--- src/rtl/pip_mem_stage.sv ---
// Memory-access pipeline stage: issues data-memory loads/stores over a req/ready
// handshake, aligns store/load data and stalls upstream while an access is pending.
module pip_mem_stage #(
  parameter int TIMEOUT = 16
) (
  input  logic        clk,
  input  logic        rst_n,
  input  logic        valid,
  input  logic [31:0] alu_res,
  input  logic [31:0] st_data,
  input  logic [2:0]  funct3,
  input  logic        DMread,
  input  logic        DMwrite,
  input  logic [4:0]  rd_ad,
  input  logic        rdEn,
  input  logic        clr_err,
  output logic        dm_req,
  output logic        dm_we,
  output logic [31:0] dm_addr,
  output logic [3:0]  dm_be,
  output logic [31:0] dm_wdata,
  input  logic [31:0] dm_rdata,
  input  logic        dm_ready,
  output logic        stall,
  output logic [31:0] rd_o,
  output logic [4:0]  rd_ad_o,
  output logic        rdEn_o,
  output logic        DMread_o,
  output logic        mis_err,
  output logic        bus_err
);

  localparam int CW = $clog2(TIMEOUT) + 1;
  localparam logic [CW-1:0] TMAX = CW'(TIMEOUT);

  typedef enum logic {IDLE, WAIT} state_t;

  state_t        state_q, state_d;
  logic [CW-1:0] cnt_q, cnt_d;
  logic          mis_err_q, mis_err_d;
  logic          bus_err_q, bus_err_d;

  logic        memop;
  logic        misalign;
  logic        illegal_f3;
  logic        mis;
  logic        complete;
  logic        abort;
  logic        gate;
  logic [1:0]  a_lo;
  logic [31:0] shifted;
  logic [31:0] load_val;

  // Access-size decode, byte-lane placement and illegal-access detection.
  always_comb begin
    a_lo       = alu_res[1:0];
    memop      = valid & (DMread | DMwrite);
    illegal_f3 = (funct3[1:0] == 2'b11) | (funct3 == 3'b110);
    misalign   = 1'b0;
    dm_be      = 4'b0000;
    dm_wdata   = st_data;
    case (funct3[1:0])
      2'b00: begin
        dm_be    = 4'b0001 << a_lo;
        dm_wdata = {4{st_data[7:0]}};
      end
      2'b01: begin
        dm_be    = 4'b0011 << a_lo;
        dm_wdata = {2{st_data[15:0]}};
        misalign = a_lo[0];
      end
      2'b10: begin
        dm_be    = 4'b1111;
        misalign = (a_lo != 2'b00);
      end
      default: dm_be = 4'b0000;
    endcase
    mis     = memop & (illegal_f3 | misalign | (DMread & DMwrite));
    dm_addr = {alu_res[31:2], 2'b00};
  end

  // Handshake FSM; the counter includes the IDLE issue cycle, so an access that
  // never sees ready stalls for exactly TIMEOUT cycles before aborting.
  always_comb begin
    state_d  = state_q;
    cnt_d    = cnt_q;
    dm_req   = 1'b0;
    stall    = 1'b0;
    complete = 1'b0;
    abort    = 1'b0;
    case (state_q)
      IDLE: begin
        cnt_d = '0;
        if (memop && !mis) begin
          dm_req = 1'b1;
          if (dm_ready) begin
            complete = 1'b1;
          end else begin
            stall   = 1'b1;
            state_d = WAIT;
            cnt_d   = CW'(1);
          end
        end
      end
      WAIT: begin
        dm_req = 1'b1;
        if (dm_ready) begin
          complete = 1'b1;
          state_d  = IDLE;
          cnt_d    = '0;
        end else if (cnt_q == TMAX) begin
          abort   = 1'b1;
          state_d = IDLE;
          cnt_d   = '0;
        end else begin
          stall = 1'b1;
          cnt_d = cnt_q + 1'b1;
        end
      end
      default: begin
        state_d = IDLE;
        cnt_d   = '0;
      end
    endcase
  end

  // Load alignment and MEM/WB drive; set beats clear on the sticky flags.
  always_comb begin
    shifted = dm_rdata >> {a_lo, 3'b000};
    case (funct3)
      3'b000:  load_val = {{24{shifted[7]}}, shifted[7:0]};
      3'b001:  load_val = {{16{shifted[15]}}, shifted[15:0]};
      3'b100:  load_val = {24'h0, shifted[7:0]};
      3'b101:  load_val = {16'h0, shifted[15:0]};
      default: load_val = dm_rdata;
    endcase
    dm_we     = dm_req & DMwrite;
    gate      = valid & ~stall & ~abort & ~mis;
    rdEn_o    = gate & rdEn;
    DMread_o  = gate & DMread;
    rd_ad_o   = rd_ad;
    rd_o      = (complete && DMread) ? load_val : alu_res;
    mis_err_d = mis | (mis_err_q & ~clr_err);
    bus_err_d = abort | (bus_err_q & ~clr_err);
    mis_err   = mis_err_q;
    bus_err   = bus_err_q;
  end

  always_ff @(posedge clk or negedge rst_n) begin
    if (!rst_n) begin
      state_q   <= IDLE;
      cnt_q     <= '0;
      mis_err_q <= 1'b0;
      bus_err_q <= 1'b0;
    end else begin
      state_q   <= state_d;
      cnt_q     <= cnt_d;
      mis_err_q <= mis_err_d;
      bus_err_q <= bus_err_d;
    end
  end

endmodule

--- config.mk ---
export PLATFORM = sky130hd
export DESIGN_NAME = pip_mem_stage
export DESIGN_NICKNAME = d
export VERILOG_FILES = /design/src/rtl/pip_mem_stage.sv
export SDC_FILE = /design/constraint.sdc
export NUM_CORES = 1
export LEC_CHECK = 0
export CAP_MARGIN = 0
export CORE_ASPECT_RATIO = 0.5
export CORE_MARGIN = 1.5
export CORE_UTILIZATION = 31
export CTS_CLUSTER_DIAMETER = 200
export DETAILED_ROUTE_END_ITERATION = 8
export GPL_TIMING_DRIVEN = 0
export HOLD_SLACK_MARGIN = 0.03
export MAX_ROUTING_LAYER = met4
export PLACE_DENSITY_LB_ADDON = 0.3
export SYNTH_ARGS = -nofsm -noshare
export SYNTH_HDL_FRONTEND = slang
export SYNTH_SLANG_ARGS = --single-unit
--- constraint.sdc ---
create_clock -name clk -period 2.68 [get_ports clk]
set_input_delay 0.536 -clock clk [delete_from_list [all_inputs] [get_ports clk]]
set_output_delay 0.536 -clock clk [all_outputs]
set_load 0.05 [all_outputs]
# Word level (Yosys, flattened, before mapping)
# Cells that the tools add are included.
# totals
reg_bits	8
in_bits	112
elab_cells	67
# op_classes
add_sub_neg	1
n_eq_ne	8
shift	3
mux	23
bitwise	22
reduce_logical	6
# ops
operator	n
$pmux 32 s4	1
$pmux 32 s2	1
$mux 32	1
$shr 32x5->16	1
$mux 1	12
$pmux 4 s3	1
$and 1x1->1	11
$mux 5	2
$pmux 5 s2	1
$eq 3x3->1 const B	3
$pmux 1 s2	4
$or 1x1->1	6
$add 5x1->5 const B	1
$eq 5x5->1 const B	1
$not 1->1	5
$eq 2x2->1 const B	2
$shl 1x2->4 const A	1
$shl 2x2->4 const A	1
$eq 3x1->1 const B	1
$logic_not 3->1	1
$eq 2x1->1 const B	1
$logic_and 1x1->1	2
$logic_not 2->1	1
$reduce_bool 2->1	1
$logic_not 1->1	1

# Logic depth before layout (Yosys ltp)
# depth
word_depth	14
mapped_depth	9
mapped_depth_nobuf	7

# Least setup slack after synthesis
# No wires, ideal clock.
# synth_path
kind	input to output
startpoint	input funct3[0]
endpoint	output rd_o[26]
arrival_time_ns	2.607
setup_slack_ns	-0.463
path_stages	8
n_path_buf	1
path_cell_list	inv_1 -> ha_1 -> a221oi_2 -> nand3_1 -> o21ai_2 -> buf_2 -> a21oi_1 -> a31oi_1
# synth_between
elab_chain_cells	11
# synth_rtl
element	line	source
start, declared	11	input logic [2:0] funct3,
$eq 2x2->1 (tied with other cells)	62	case (funct3[1:0])
$pmux 1 s2 / $or 1x1->1 (equally long branches)	62, 58	
$or 1x1->1 (2 in a row)	78	mis = memop & (illegal_f3 | misalign | (DMread & DMwrite));
$and 1x1->1	78	
$logic_not 1->1	94	if (memop && !mis) begin
$logic_and 1x1->1	94	
$mux 1	94	
$pmux 1 s2	91	case (state_q)
$logic_and 1x1->1	142	rd_o = (complete && DMread) ? load_val : alu_res;
$mux 32 (*)	142	
end, declared	25	output logic [31:0] rd_o,
# Mark *: on every way between the ends. The rest lies on a longest branch, timed or not.

# Worst setup path in the final report
# layout_path
startpoint	input funct3[1]
endpoint	output rd_o[22]
# The elaborated chain is that of the path after synthesis.

==> metrics.txt <==
Critical path buffers and inverters=5; Via-to-Cell Ratio=between 5 and 6; CTS tree=yes; hold path cells=2; combined global-route utilization of all metal layers=26.9%; VDD IR max=256 uV; failing checks=setup timing; Worst EP arrival=around 2.3 ns; Max Cap Violations=0; Achievable Freq=approximately 0.36 GHz; die width=124 um; Finish-stage setup viols=30; Synth Instances=331; crit-path cells=buf_12 -> inv_6 -> ha_4 -> o211ai_1 -> nand3_2 -> o21ai_2 -> and2_4 -> buf_4 -> clkbuf_16 -> a31oi_1 -> buf_4; Cells after DPL=about 640; DP Worst Slack=-1.68 ns; DPL Wire Length=8.75 mm; clk buf depth=2; post-layout util=between 70% and 80%; post-synthesis sequential area ratio=roughly 9%; setup tns final=-1.84 ns; ys flop type=dfrtp_1; final worst setup slack=-0.103 ns; RSZ-0062 raised after global routing=yes; core footprint=0.00688 mm^2; synthesis-stage register bit count=8; run status=finished with violations; fin crit period=2.78 ns; Skew-Pair Late Insertion Delay=roughly 0.23 ns; Worst Hold Class=reg -> reg; Critical Path Source Type=primary input; Hold WS=~0.53 ns; hold_buf cts=0; Mapped Area=around 0.0023 mm^2; port buffer count=214; Reg2Reg Depth=5; count of flip-flops with a built-in enable after synthesis=0; Pleak=between 2 and 2.5 nW; DRC=0; hold endpoint=mis_err$_DFF_PN0_; CP max stage cell=and2_4; clk slew on worst S/H paths=approximately 0.040 ns; router iterations before antenna repair=5; Root Buffer=clkbuf_16; final RePlAce weighted congestion=between 0.9 and 1; # nets final=687; final wirelength=~12 mm; TritonCTS Buffers=3; synth unique cells=42; HP Start=mis_err$_DFF_PN0_; fin crit share=104%; reg2reg setup slack=1.52 ns; Synth async-reset ratio=100%; Fin. Hold Viols=0; Worst Path Required=2.14 ns; post-synth top area cell=buf_4; simple-gate portion of the synthesized area=between 10% and 20%; vias in the first global route=approximately 3,400; most used cell along the critical path=buf_4; power after layout=1.76 mW; Cell Count, Final, Fillers Out=about 660; Synth Area in XOR/XNOR=under 10%; Clock Skew=roughly 0.0013 ns; share of cells above drive strength 1=a little under two fifths; TritonCTS sink count=8; gr ovfl total=0; Slew Limit Headroom=about 62%; slew at the pin closest to its max-slew limit=between 0.5 and 0.6 ns; IO Count=about 220; area of the die=just under 0.008 mm^2; mean post-synth cell area=~6.9 um^2; CP Class=in -> out; WL/cell=~18 um; Via Count=roughly 3,500; post-synthesis adder-cell area fraction=3.29%; Max FO, Critical Path=8; initial core utilization=between 30 and 40%; Antenna diodes=0; Max Slew Vio Count=0; antenna violations before repair=0; pin count of the biggest net entering global routing=11; CP max stage delay=about 0.27 ns; first-pass GRT wire length=17.0 mm; Post-DRT Antenna Nets=0; share of the synthesized area in the top cell type=17.5%; die height=~64 um; Final Cell Area=about 0.0053 mm^2; reg-to-reg startpoint=cnt_q[0]$_DFF_PN0_; post-synthesis mux area share=14.2%; Iteration-0 DRC Markers=302; H-tree depth=1; pwr dens=332 mW/mm^2; area post-placement=between 0.004 and 0.005 mm^2; cell family with most CP delay=buffers and inverters; critical path capture point type=primary output; Compound-Gate Fraction of Synth Area=between 30 and 40%; Synth area leaders=buf_4 17%, mux2i_1 9.2%, a21oi_1 8.8%; # rows=21; worst r2r dst=cnt_q[3]$_DFF_PN0_; warnings from Yosys=0; main combinational cell family by area after synthesis=compound AO/OA/AOI/OAI gates; area delta synth->final=133%
## cell families after synthesis
kind of cell / count (synthesis)
other: 1
AND/OR/NAND/NOR: 79
buffers and inverters: 88
XOR/XNOR: 3
multiplexers: 30
flip-flops: 8
AO/OA/AOI/OAI: 116
adder cells (fa/ha/maj): 6
## flip-flops by register name, indices dropped and copies added (netlist names)
name / flops
cnt_q: 5
state_q: 1
bus_err: 1
mis_err: 1
## layer usage
metal | part of all wire (%) | GRT usage, % | vias up
met3 | 8.7 | 5.10 | 31
met2 | 49 | 47.5 | 203
li1 | - | - | 1620
met4 | 2.5 | 4.31 | 0
met1 | 40 | 32.8 | 1646
met5 | 0 | - | -
## worst reg2reg max path, cell delays in order, from the launching register on
cell and delay (ns):
dfrtp_1 0.39, inv_1 0.08, ha_1 0.14, nand4bb_1 0.17, nand3b_1 0.19, nor2_1 0.07
## synth_stat cells (2+ instances only)
cell type  number
nand3_1         5
buf_2           6
nand2_1        46
mux2i_1        21
buf_4          53
a22o_1          9
nand2b_1        3
o22ai_1         5
dfrtp_1         8
xor2_1          2
o31ai_1         2
o21a_1          2
buf_6           4
ha_1            6
o21ai_0        11
a31oi_1        23
clkbuf_1       10
nor2_1         15
inv_1          13
buf_1           2
a211oi_1        2
and2_1          3
a22oi_1        15
mux2_2          8
a21oi_1        40
## power breakdown
group,switching [mW],internal [mW]
logic,0.819,0.559
clock network,0.0582,0.192
registers,0.00350,0.126
total,0.881,0.877
## area by class of cell
class	instances	area, um^2
Buffer	73	583
Clock buffer	3	75.1
Fill cell	485	1590
Inverter	13	61.3
Multi-Input combinational cell	236	1920
Sequential cell	8	200
Tap cell	92	115
Timing Repair Buffer	234	2340
## worst max-delay path by stage
stage | from | to | slack (ns) | cells after the start
floorplan | funct3[1] | rd_o[20] | -0.35 | 9
global placement | funct3[1] | rd_o[11] | -1.60 | 9
detailed placement | funct3[1] | rd_o[10] | -1.68 | 9
finish | funct3[1] | rd_o[22] | -0.10 | 11
CTS | funct3[0] | rd_o[6] | -0.07 | 10
global route | funct3[1] | rd_o[22] | -0.19 | 11
## timing repair
action / CTS / global route
resized for setup: 369 / 60
setup endpoints to repair: 65 / 54
buffers inserted: 3 / 13
cloned: 1 / 3
pin swaps: 8 / 6
hold endpoints to repair: 0 / 0
## cells in the final DEF (no fill, tap or decap), drive strengths merged, types with 2 or more instances in the layout
cell           Yosys  routed
a211oi             2       2
a21oi             40      40
a22o               9       9
a22oi             15      15
a31oi             23      23
and2               3       3
buf               65     127
clkbuf            10      19
clkdlybuf4s15      0      18
clkdlybuf4s50      0     140
conb               1       2
dfrtp              8       8
dlygate4sd2        0       4
ha                 6       6
inv               13      13
mux2               8       8
mux2i             21      21
nand2             46      46
nand2b             3       3
nand3              5       5
nor2              15      15
o21a               2       2
o21ai             12      12
o22ai              5       5
o31ai              2       2
xor2               2       2
(Power assumes the default switching activity.)
